$ cat src/rtl/fampiga_clkgen_pkg.sv
// -----------------------------------------------------------------------------
// fampiga_clk_pkg
// Shared constants and types for the Fampiga clock-enable / reset sequencer.
//   CLK7_CNT_INIT : 7 MHz phase counter value held while unlocked / in reset
//   ECLK_W        : width of the one-hot E-clock ring
//   ECLK_INIT     : E-clock ring value held while unlocked / in reset
//   clk7_phase_t  : 2-bit 7 MHz phase type
//   eclk_rotl     : one-step left rotation of the E-clock ring (MSB wraps to LSB)
// -----------------------------------------------------------------------------
package fampiga_clk_pkg;

    typedef logic [1:0] clk7_phase_t;

    localparam clk7_phase_t CLK7_CNT_INIT = 2'b10;
    localparam int          ECLK_W        = 10;
    localparam logic [ECLK_W-1:0] ECLK_INIT = 10'b0000000001;

    function automatic logic [ECLK_W-1:0] eclk_rotl(input logic [ECLK_W-1:0] v);
        return {v[ECLK_W-2:0], v[ECLK_W-1]};
    endfunction

endpackage

$ cat src/rtl/fampiga_clkgen_if.sv
// -----------------------------------------------------------------------------
// fampiga_clkgen_if
// Bundle of every enable/level the clock sequencer hands to the core.
//   master : driven by fampiga_clkgen
//   slave  : consumed by the core (or a testbench)
// Signals: locked, rst_out_n, clk28_en, clk7_cnt, clk7, clk7_en, c1, c3,
//          cck, eclk[ECLK_W-1:0]
// -----------------------------------------------------------------------------
interface fampiga_clkgen_if;
    import fampiga_clk_pkg::*;

    logic              locked;
    logic              rst_out_n;
    logic              clk28_en;
    clk7_phase_t       clk7_cnt;
    logic              clk7;
    logic              clk7_en;
    logic              c1;
    logic              c3;
    logic              cck;
    logic [ECLK_W-1:0] eclk;

    modport master (
        output locked, rst_out_n, clk28_en, clk7_cnt, clk7, clk7_en,
               c1, c3, cck, eclk
    );

    modport slave (
        input  locked, rst_out_n, clk28_en, clk7_cnt, clk7, clk7_en,
               c1, c3, cck, eclk
    );

endinterface

$ cat src/rtl/fampiga_clkgen_divider.sv
// -----------------------------------------------------------------------------
// fampiga_clk_divider
// Free-running modulo-DIV counter with a registered one-cycle pulse that is
// high in exactly the cycle where the count sits at DIV-1.
// Ports:
//   clk_i     : system clock
//   rst_n_i   : synchronous active-low reset
//   pulse_o   : one-cycle pulse per DIV clocks
// Parameter: DIV (2..16)
// -----------------------------------------------------------------------------
module fampiga_clk_divider #(
    parameter int DIV = 4
) (
    input  logic clk_i,
    input  logic rst_n_i,
    output logic pulse_o
);

    localparam int              CW   = $clog2(DIV);
    localparam logic [CW-1:0]   LAST = CW'(DIV - 1);
    localparam logic [CW-1:0]   ONE  = CW'(1);

    logic [CW-1:0] cnt_q;
    logic [CW-1:0] cnt_d;
    logic          pulse_q;
    logic          pulse_d;

    // Next count and pulse; the pulse is decoded from the next count so the
    // registered pulse coincides with the count being at DIV-1.
    always_comb begin
        cnt_d   = cnt_q;
        pulse_d = 1'b0;
        if (cnt_q == LAST) begin
            cnt_d = '0;
        end else begin
            cnt_d = cnt_q + ONE;
        end
        if (cnt_d == LAST) begin
            pulse_d = 1'b1;
        end else begin
            pulse_d = 1'b0;
        end
    end

    // Counter and pulse registers.
    always_ff @(posedge clk_i) begin
        if (!rst_n_i) begin
            cnt_q   <= '0;
            pulse_q <= 1'b0;
        end else begin
            cnt_q   <= cnt_d;
            pulse_q <= pulse_d;
        end
    end

    assign pulse_o = pulse_q;

endmodule

$ cat src/rtl/fampiga_clkgen.sv
// -----------------------------------------------------------------------------
// fampiga_clkgen
// Clock-enable and reset sequencer for the Fampiga core. Everything runs on
// the single system clock; no derived clocks are generated.
// Ports:
//   clk     : system clock (nominally 114 MHz)
//   reset_n : synchronous active-low reset
//   bus     : fampiga_clkgen_if.master - lock, core reset, 28/7/3.5 MHz
//             enables and levels, E-clock ring
// Parameters: DIV28 (2..16), LOCK_CYCLES (2..65535), RESET_HOLD (1..255)
// Build option: define FAMPIGA_ECLK_EN to instantiate the 10-phase E-clock
//   ring; without it eclk is tied to zero.
// -----------------------------------------------------------------------------
module fampiga_clkgen
    import fampiga_clk_pkg::*;
#(
    parameter int DIV28       = 4,
    parameter int LOCK_CYCLES = 1024,
    parameter int RESET_HOLD  = 16
) (
    input  logic              clk,
    input  logic              reset_n,
    fampiga_clkgen_if.master  bus
);

    localparam logic [15:0] LOCK_LAST = 16'(LOCK_CYCLES - 1);
    localparam logic [7:0]  HOLD_LAST = 8'(RESET_HOLD - 1);

    logic        clk28_en_s;
    logic        boundary_s;
    logic [15:0] lock_cnt_q, lock_cnt_d;
    logic        locked_q,   locked_d;
    clk7_phase_t clk7_cnt_q, clk7_cnt_d;
    logic        clk7_en_q,  clk7_en_d;
    logic        cck_q,      cck_d;
    logic [7:0]  hold_cnt_q, hold_cnt_d;
    logic        rst_out_q,  rst_out_d;

    fampiga_clk_divider #(.DIV(DIV28)) u_div28 (
        .clk_i   (clk),
        .rst_n_i (reset_n),
        .pulse_o (clk28_en_s)
    );

    // 7 MHz boundary: the last 28 MHz slot of a 7 MHz period while locked.
    assign boundary_s = clk28_en_s && locked_q && (clk7_cnt_q == 2'd3);

    // Next-state logic for lock, 7 MHz phase, colour clock and core reset.
    always_comb begin
        lock_cnt_d = lock_cnt_q;
        locked_d   = locked_q;
        clk7_cnt_d = clk7_cnt_q;
        clk7_en_d  = clk7_en_q;
        cck_d      = cck_q;
        hold_cnt_d = hold_cnt_q;
        rst_out_d  = rst_out_q;

        if (!locked_q) begin
            lock_cnt_d = lock_cnt_q + 16'd1;
            if (lock_cnt_q == LOCK_LAST) begin
                locked_d = 1'b1;
            end else begin
                locked_d = 1'b0;
            end
        end else begin
            lock_cnt_d = lock_cnt_q;
        end

        // The phase uses the registered lock, so a lock edge coinciding with
        // a 28 MHz enable does not advance the phase in that cycle.
        if (!locked_q) begin
            clk7_cnt_d = CLK7_CNT_INIT;
            clk7_en_d  = 1'b1;
        end else if (clk28_en_s) begin
            clk7_cnt_d = clk7_cnt_q + 2'd1;
            clk7_en_d  = (clk7_cnt_q == 2'd0);
        end else begin
            clk7_cnt_d = clk7_cnt_q;
            clk7_en_d  = clk7_en_q;
        end

        if (boundary_s) begin
            cck_d = ~cck_q;
        end else begin
            cck_d = cck_q;
        end

        if (boundary_s && !rst_out_q) begin
            hold_cnt_d = hold_cnt_q + 8'd1;
            rst_out_d  = (hold_cnt_q == HOLD_LAST);
        end else begin
            hold_cnt_d = hold_cnt_q;
        end
    end

    // Sequencer state registers.
    always_ff @(posedge clk) begin
        if (!reset_n) begin
            lock_cnt_q <= 16'd0;
            locked_q   <= 1'b0;
            clk7_cnt_q <= CLK7_CNT_INIT;
            clk7_en_q  <= 1'b1;
            cck_q      <= 1'b0;
            hold_cnt_q <= 8'd0;
            rst_out_q  <= 1'b0;
        end else begin
            lock_cnt_q <= lock_cnt_d;
            locked_q   <= locked_d;
            clk7_cnt_q <= clk7_cnt_d;
            clk7_en_q  <= clk7_en_d;
            cck_q      <= cck_d;
            hold_cnt_q <= hold_cnt_d;
            rst_out_q  <= rst_out_d;
        end
    end

`ifdef FAMPIGA_ECLK_EN
    logic [ECLK_W-1:0] eclk_q;

    // E-clock ring: one step per 7 MHz boundary, held at its seed while unlocked.
    always_ff @(posedge clk) begin
        if (!reset_n) begin
            eclk_q <= ECLK_INIT;
        end else if (!locked_q) begin
            eclk_q <= ECLK_INIT;
        end else if (boundary_s) begin
            eclk_q <= eclk_rotl(eclk_q);
        end else begin
            eclk_q <= eclk_q;
        end
    end

    assign bus.eclk = eclk_q;
`else
    assign bus.eclk = '0;
`endif

    assign bus.locked    = locked_q;
    assign bus.rst_out_n = rst_out_q;
    assign bus.clk28_en  = clk28_en_s;
    assign bus.clk7_cnt  = clk7_cnt_q;
    assign bus.clk7_en   = clk7_en_q;
    assign bus.cck       = cck_q;
    // Level decodes of the phase counter.
    assign bus.clk7      = clk7_cnt_q[1];
    assign bus.c3        = clk7_cnt_q[1];
    assign bus.c1        = clk7_cnt_q[1] ^ clk7_cnt_q[0];

endmodule

$ cat src/flat_wrapper.sv
// flat-port wrapper written by rule: the top's interface ports become plain ports
module fampiga_clkgen_flat import fampiga_clk_pkg::*;
#(
    parameter int DIV28       = 4,
    parameter int LOCK_CYCLES = 1024,
    parameter int RESET_HOLD  = 16
)
  (clk, reset_n, bus_locked, bus_rst_out_n, bus_clk28_en, bus_clk7_cnt, bus_clk7, bus_clk7_en, bus_c1, bus_c3, bus_cck, bus_eclk);
  fampiga_clkgen_if bus_i ();
  input  logic clk;
  input  logic reset_n;
  output wire logic [$bits(bus_i.locked)-1:0] bus_locked;
  output wire logic [$bits(bus_i.rst_out_n)-1:0] bus_rst_out_n;
  output wire logic [$bits(bus_i.clk28_en)-1:0] bus_clk28_en;
  output wire logic [$bits(bus_i.clk7_cnt)-1:0] bus_clk7_cnt;
  output wire logic [$bits(bus_i.clk7)-1:0] bus_clk7;
  output wire logic [$bits(bus_i.clk7_en)-1:0] bus_clk7_en;
  output wire logic [$bits(bus_i.c1)-1:0] bus_c1;
  output wire logic [$bits(bus_i.c3)-1:0] bus_c3;
  output wire logic [$bits(bus_i.cck)-1:0] bus_cck;
  output wire logic [$bits(bus_i.eclk)-1:0] bus_eclk;
  assign bus_locked = bus_i.locked;
  assign bus_rst_out_n = bus_i.rst_out_n;
  assign bus_clk28_en = bus_i.clk28_en;
  assign bus_clk7_cnt = bus_i.clk7_cnt;
  assign bus_clk7 = bus_i.clk7;
  assign bus_clk7_en = bus_i.clk7_en;
  assign bus_c1 = bus_i.c1;
  assign bus_c3 = bus_i.c3;
  assign bus_cck = bus_i.cck;
  assign bus_eclk = bus_i.eclk;
  fampiga_clkgen #(.DIV28(DIV28), .LOCK_CYCLES(LOCK_CYCLES), .RESET_HOLD(RESET_HOLD)) u_core (.clk(clk), .reset_n(reset_n), .bus(bus_i));
endmodule
$ cat config.mk
export PLATFORM = sky130hd
export DESIGN_NAME = fampiga_clkgen_flat
export DESIGN_NICKNAME = d
export VERILOG_FILES = /design/src/rtl/fampiga_clkgen_pkg.sv /design/src/rtl/fampiga_clkgen_if.sv /design/src/rtl/fampiga_clkgen_divider.sv /design/src/rtl/fampiga_clkgen.sv /design/src/flat_wrapper.sv
export SDC_FILE = /design/constraint.sdc
export NUM_CORES = 1
export LEC_CHECK = 0
export CAP_MARGIN = 20
export CORE_ASPECT_RATIO = 1.4
export CORE_MARGIN = 5
export CORE_UTILIZATION = 54
export DETAILED_ROUTE_END_ITERATION = 10
export GPL_TIMING_DRIVEN = 0
export HOLD_SLACK_MARGIN = 0.06
export PLACE_DENSITY = 0.78
export SKIP_CTS_REPAIR_TIMING = 1
export SLEW_MARGIN = 0
export SYNTH_ARGS = -nofsm -noshare
export SYNTH_HDL_FRONTEND = slang
export SYNTH_SLANG_ARGS = --single-unit
$ cat constraint.sdc
create_clock -name clk -period 2.16 [get_ports clk]
set_clock_uncertainty 0.1 [all_clocks]
set_input_delay 0.648 -clock clk [delete_from_list [all_inputs] [get_ports clk]]
set_output_delay 0.648 -clock clk [all_outputs]
set_load 0.05 [all_outputs]
==> impl_metrics.csv <==
group,metric,value,unit
routing,viasPerCell,5.524,
clock_network,cts.sinks,33,
pwr,intPower,0.9415,mW
placed_design,dp_slack,-0.2087,ns
placed_design,dp_hpwl,2.541,mm
yosys,yosys_warnings,0,
die,die_w,56.99,um
global_routing,grt_pass1_wl,6.009,mm
timing,rsz0062_at_grt,"false",
routing,drtPass1Iterations,4,
cells_and_area,nets,218,
global_routing,gr-usage-met3,3.729,%
placed_design,dp_cells,242,
routing,wl,3.364,mm
routing,drt.antenna.violating_nets,0,
global_routing,grt_overflow,0,
die,dieArea,4318,sq um
timing,setup_slack,0.09753,ns
clock_network,clk_latency,0.28,ns
timing,setup_viol,0,
yosys,synth_common_cells,"dfxtp_1, nand2_1, buf_4, nor2_1",
critical_path,cp-start-kind,"flip-flop",
yosys,synth_area,1669,sq um
critical_path,crit_type,"reg2out",
timing,finalHoldViolCount,0,
pwr,p_clk_share,40.2,%
critical_path,end_kind,"output pin",
routing,drt_iter0_markers,21,
clock_network,cts-buffers-inserted,5,
yosys,synth_seq_area_share,39.58,%
critical_path,crit_slowest_cell,"dfxtp_1",
pwr,p_sw_share,23.89,%
cells_and_area,area_growth,18.74,%
critical_path,crit_end,"bus_c1",
timing,maxSlewViolCount,0,
yosys,syn_area_per_cell,9.121,sq um
clock_network,cts-root-buf,"clkbuf_8",
cells_and_area,diodes,0,
critical_path,r2r_start,"u_core.lock_cnt_q[0]$_SDFFE_PN0N_",
timing,worst_slew_pin_slew,0.5141,ns
die,rows,24,
global_routing,use_met2,33.80,%
critical_path,cp.arrival,1.31,ns
die,io-pin-count,22,
critical_path,rr_worst_depth,4,
global_routing,antenna_found_initial,0,
pwr,combPwrFrac,8.9,%
placed_design,portBuffers,11,
critical_path,cp_slowest_stage_delay,0.40,ns
clock_network,clockBufferDepth,2,
global_routing,track_usage,17.56,%
clock_network,clk_pin_slew,0.06,ns
pwr,power_switching,0.2956,mW
routing,vias,1381,
yosys,synthArstFlopShare,0,%
global_routing,use_met1,17.53,%
yosys,synth_flop_cell,"dfxtp_1",
global_routing,grt_max_degree,11,
hold_path,hp-class,"reg2reg",
routing,drc,0,
yosys,synth-seq-cells,33,
timing,finalCritPeriodShare,95.48,%
timing,max_clock_freq,484.9,MHz
critical_path,required,1.41,ns
yosys,synth_area_leader_cell,"dfxtp_1",
clock_network,cts_tree,"done",
yosys,syn_inst,183,
pwr,ir_worst_vdd,0.5302,mV
yosys,synth_edf_count,0,
critical_path,r2r-end,"u_core.lock_cnt_q[10]$_SDFFE_PN0N_",
yosys,yosys.cell_types.count,36,
run,maxCapViolations,0,
timing,whs,0.3563,ns
die,fp.dieH,75.78,um
cells_and_area,layout-drive-gt1-share,16.11,%
placed_design,placed_cell_area,1862,sq um
status,outcome,"complete, no violations",
yosys,synth.top_cell.area_share,39.58,%
pwr,seqPwrFrac,50.8,%
critical_path,crit_start,"u_core.bus.clk7_cnt[1]$_SDFFE_PN1P_",
critical_path,worstPathCellList,"inv_1 > ha_1 > buf_2",
critical_path,path_max_fanout,5,
yosys,synth_area_leaders,"dfxtp_1, buf_4, mux2i_1, ha_1, nand2_1",
yosys,synth_most_common_cell,"dfxtp_1",
pwr,leakagePower,0.8832,nW
global_routing,grt_busiest_layer,"met2",
pwr,p_per_area,624.2,nW/um^2
placed_design,gp_congestion,0.8468,
clock_network,htree_levels,2,
cells_and_area,final_area,1982,sq um
global_routing,grt_pass1_vias,1453,
die,start_util,54.49,%
critical_path,r2r_slack,0.43,ns
timing,timing.slew.headroom,65.67,%
timing,post-route-min-period,2.062,ns
routing,wl_per_cell,13.46,um
die,coreArea,3063,sq um
cells_and_area,final_cells,250,
timing,tns,0,ns
[kinds of logic after synthesis]
group | after synthesis | share of synthesized area [%]
multiplexers | 9 | 5.398
adder cells (fa/ha/maj) | 6 | 4.498
other | 1 | 0.2247
flip-flops | 33 | 39.58
XOR/XNOR | 7 | 3.673
buffers and inverters | 30 | 10.42
AO/OA/AOI/OAI | 25 | 9.746
AND/OR/NAND/NOR | 72 | 26.46
[cells in the final DEF, fill, tap and decap left out, types with 2 or more instances in the layout]
cell type / instances
nand2b_1: 6
nor4_2: 3
xor2_1: 5
nor4_1: 3
ha_1: 6
mux2i_1: 9
conb_1: 10
nand4_1: 7
nand2_1: 16
buf_2: 5
o311ai_1: 2
o31ai_1: 5
nor2_1: 10
dfxtp_1: 33
or4_1: 6
clkbuf_8: 7
nand3_1: 6
xnor2_1: 2
nor3_1: 3
inv_1: 9
clkbuf_1: 2
o41ai_1: 3
buf_4: 13
o21ai_0: 4
or3_1: 4
a21oi_1: 9
dlymetal6s2s_1: 9
nand4b_2: 2
[layer usage]
layer	vias up	part of all wire, %
li1	689	-
met5	-	0
met4	0	1.7
met1	664	39
met3	8	3.0
met2	20	56
[how the worst min path moves through the flow]
stage,startpoint,endpoint,slack [ns],depth (start not counted)
finish,u_core.u_div28.cnt_q[0]$_SDFF_PN0_,u_core.u_div28.cnt_q[0]$_SDFF_PN0_,0.36,1
global route,u_core.u_div28.cnt_q[0]$_SDFF_PN0_,u_core.u_div28.cnt_q[0]$_SDFF_PN0_,0.37,1
CTS,u_core.u_div28.cnt_q[0]$_SDFF_PN0_,u_core.u_div28.cnt_q[0]$_SDFF_PN0_,0.36,1
detailed placement,u_core.u_div28.cnt_q[0]$_SDFF_PN0_,u_core.u_div28.cnt_q[0]$_SDFF_PN0_,0.36,1
global placement,u_core.u_div28.cnt_q[0]$_SDFF_PN0_,u_core.u_div28.cnt_q[0]$_SDFF_PN0_,0.34,1
floorplan,u_core.u_div28.cnt_q[0]$_SDFF_PN0_,u_core.u_div28.cnt_q[0]$_SDFF_PN0_,0.33,1
[worst max-delay path: cells and delay by family, from the launching register on]
family / cells / cell delay (ns)
flops: 1 / 0.40
buf+inv: 2 / 0.34
fa+ha+maj: 1 / 0.29
[state kept, by name (all words and copies together) (netlist names)]
register,cells
u_core.bus.cck,1
u_core.u_div28.pulse_o,1
u_core.u_div28.cnt_q,2
u_core.bus.rst_out_n,1
u_core.bus.locked,1
u_core.hold_cnt_q,8
u_core.bus.clk7_en,1
u_core.lock_cnt_q,16
u_core.bus.clk7_cnt,2
[metrics by stage]
| stage | total power [mW] | utilization [%] |
|---|---|---|
| after floorplan | 0.7354 | - |
| after global placement | 0.7476 | 60.78 |
| after detailed placement | 0.7525 | 60.78 |
| after CTS | 1.253 | 64.09 |
| after global routing | 1.294 | 64.71 |
| final | 1.237 | 64.71 |
[power groups by stage]
stage / Combinational (mW) / Sequential [mW] / Clock [mW]
after floorplan: 0.0907 / 0.645 / 0
after global placement: 0.107 / 0.641 / 0
after detailed placement: 0.110 / 0.642 / 0
after CTS: 0.111 / 0.629 / 0.514
after global routing: 0.121 / 0.629 / 0.544
final: 0.111 / 0.629 / 0.498
[final cells by class]
cell class                 count  area [sq um]
fill                         277          1081
multi-input combinational    129         868.3
sequential                    33         660.6
buffer                        21         141.4
timing repair buffer          11         127.6
clock buffer                   7         96.34
tap                           39         48.80
inverter                       9         33.78
clock inverter                 1         5.005
(Power assumes the default switching activity.)
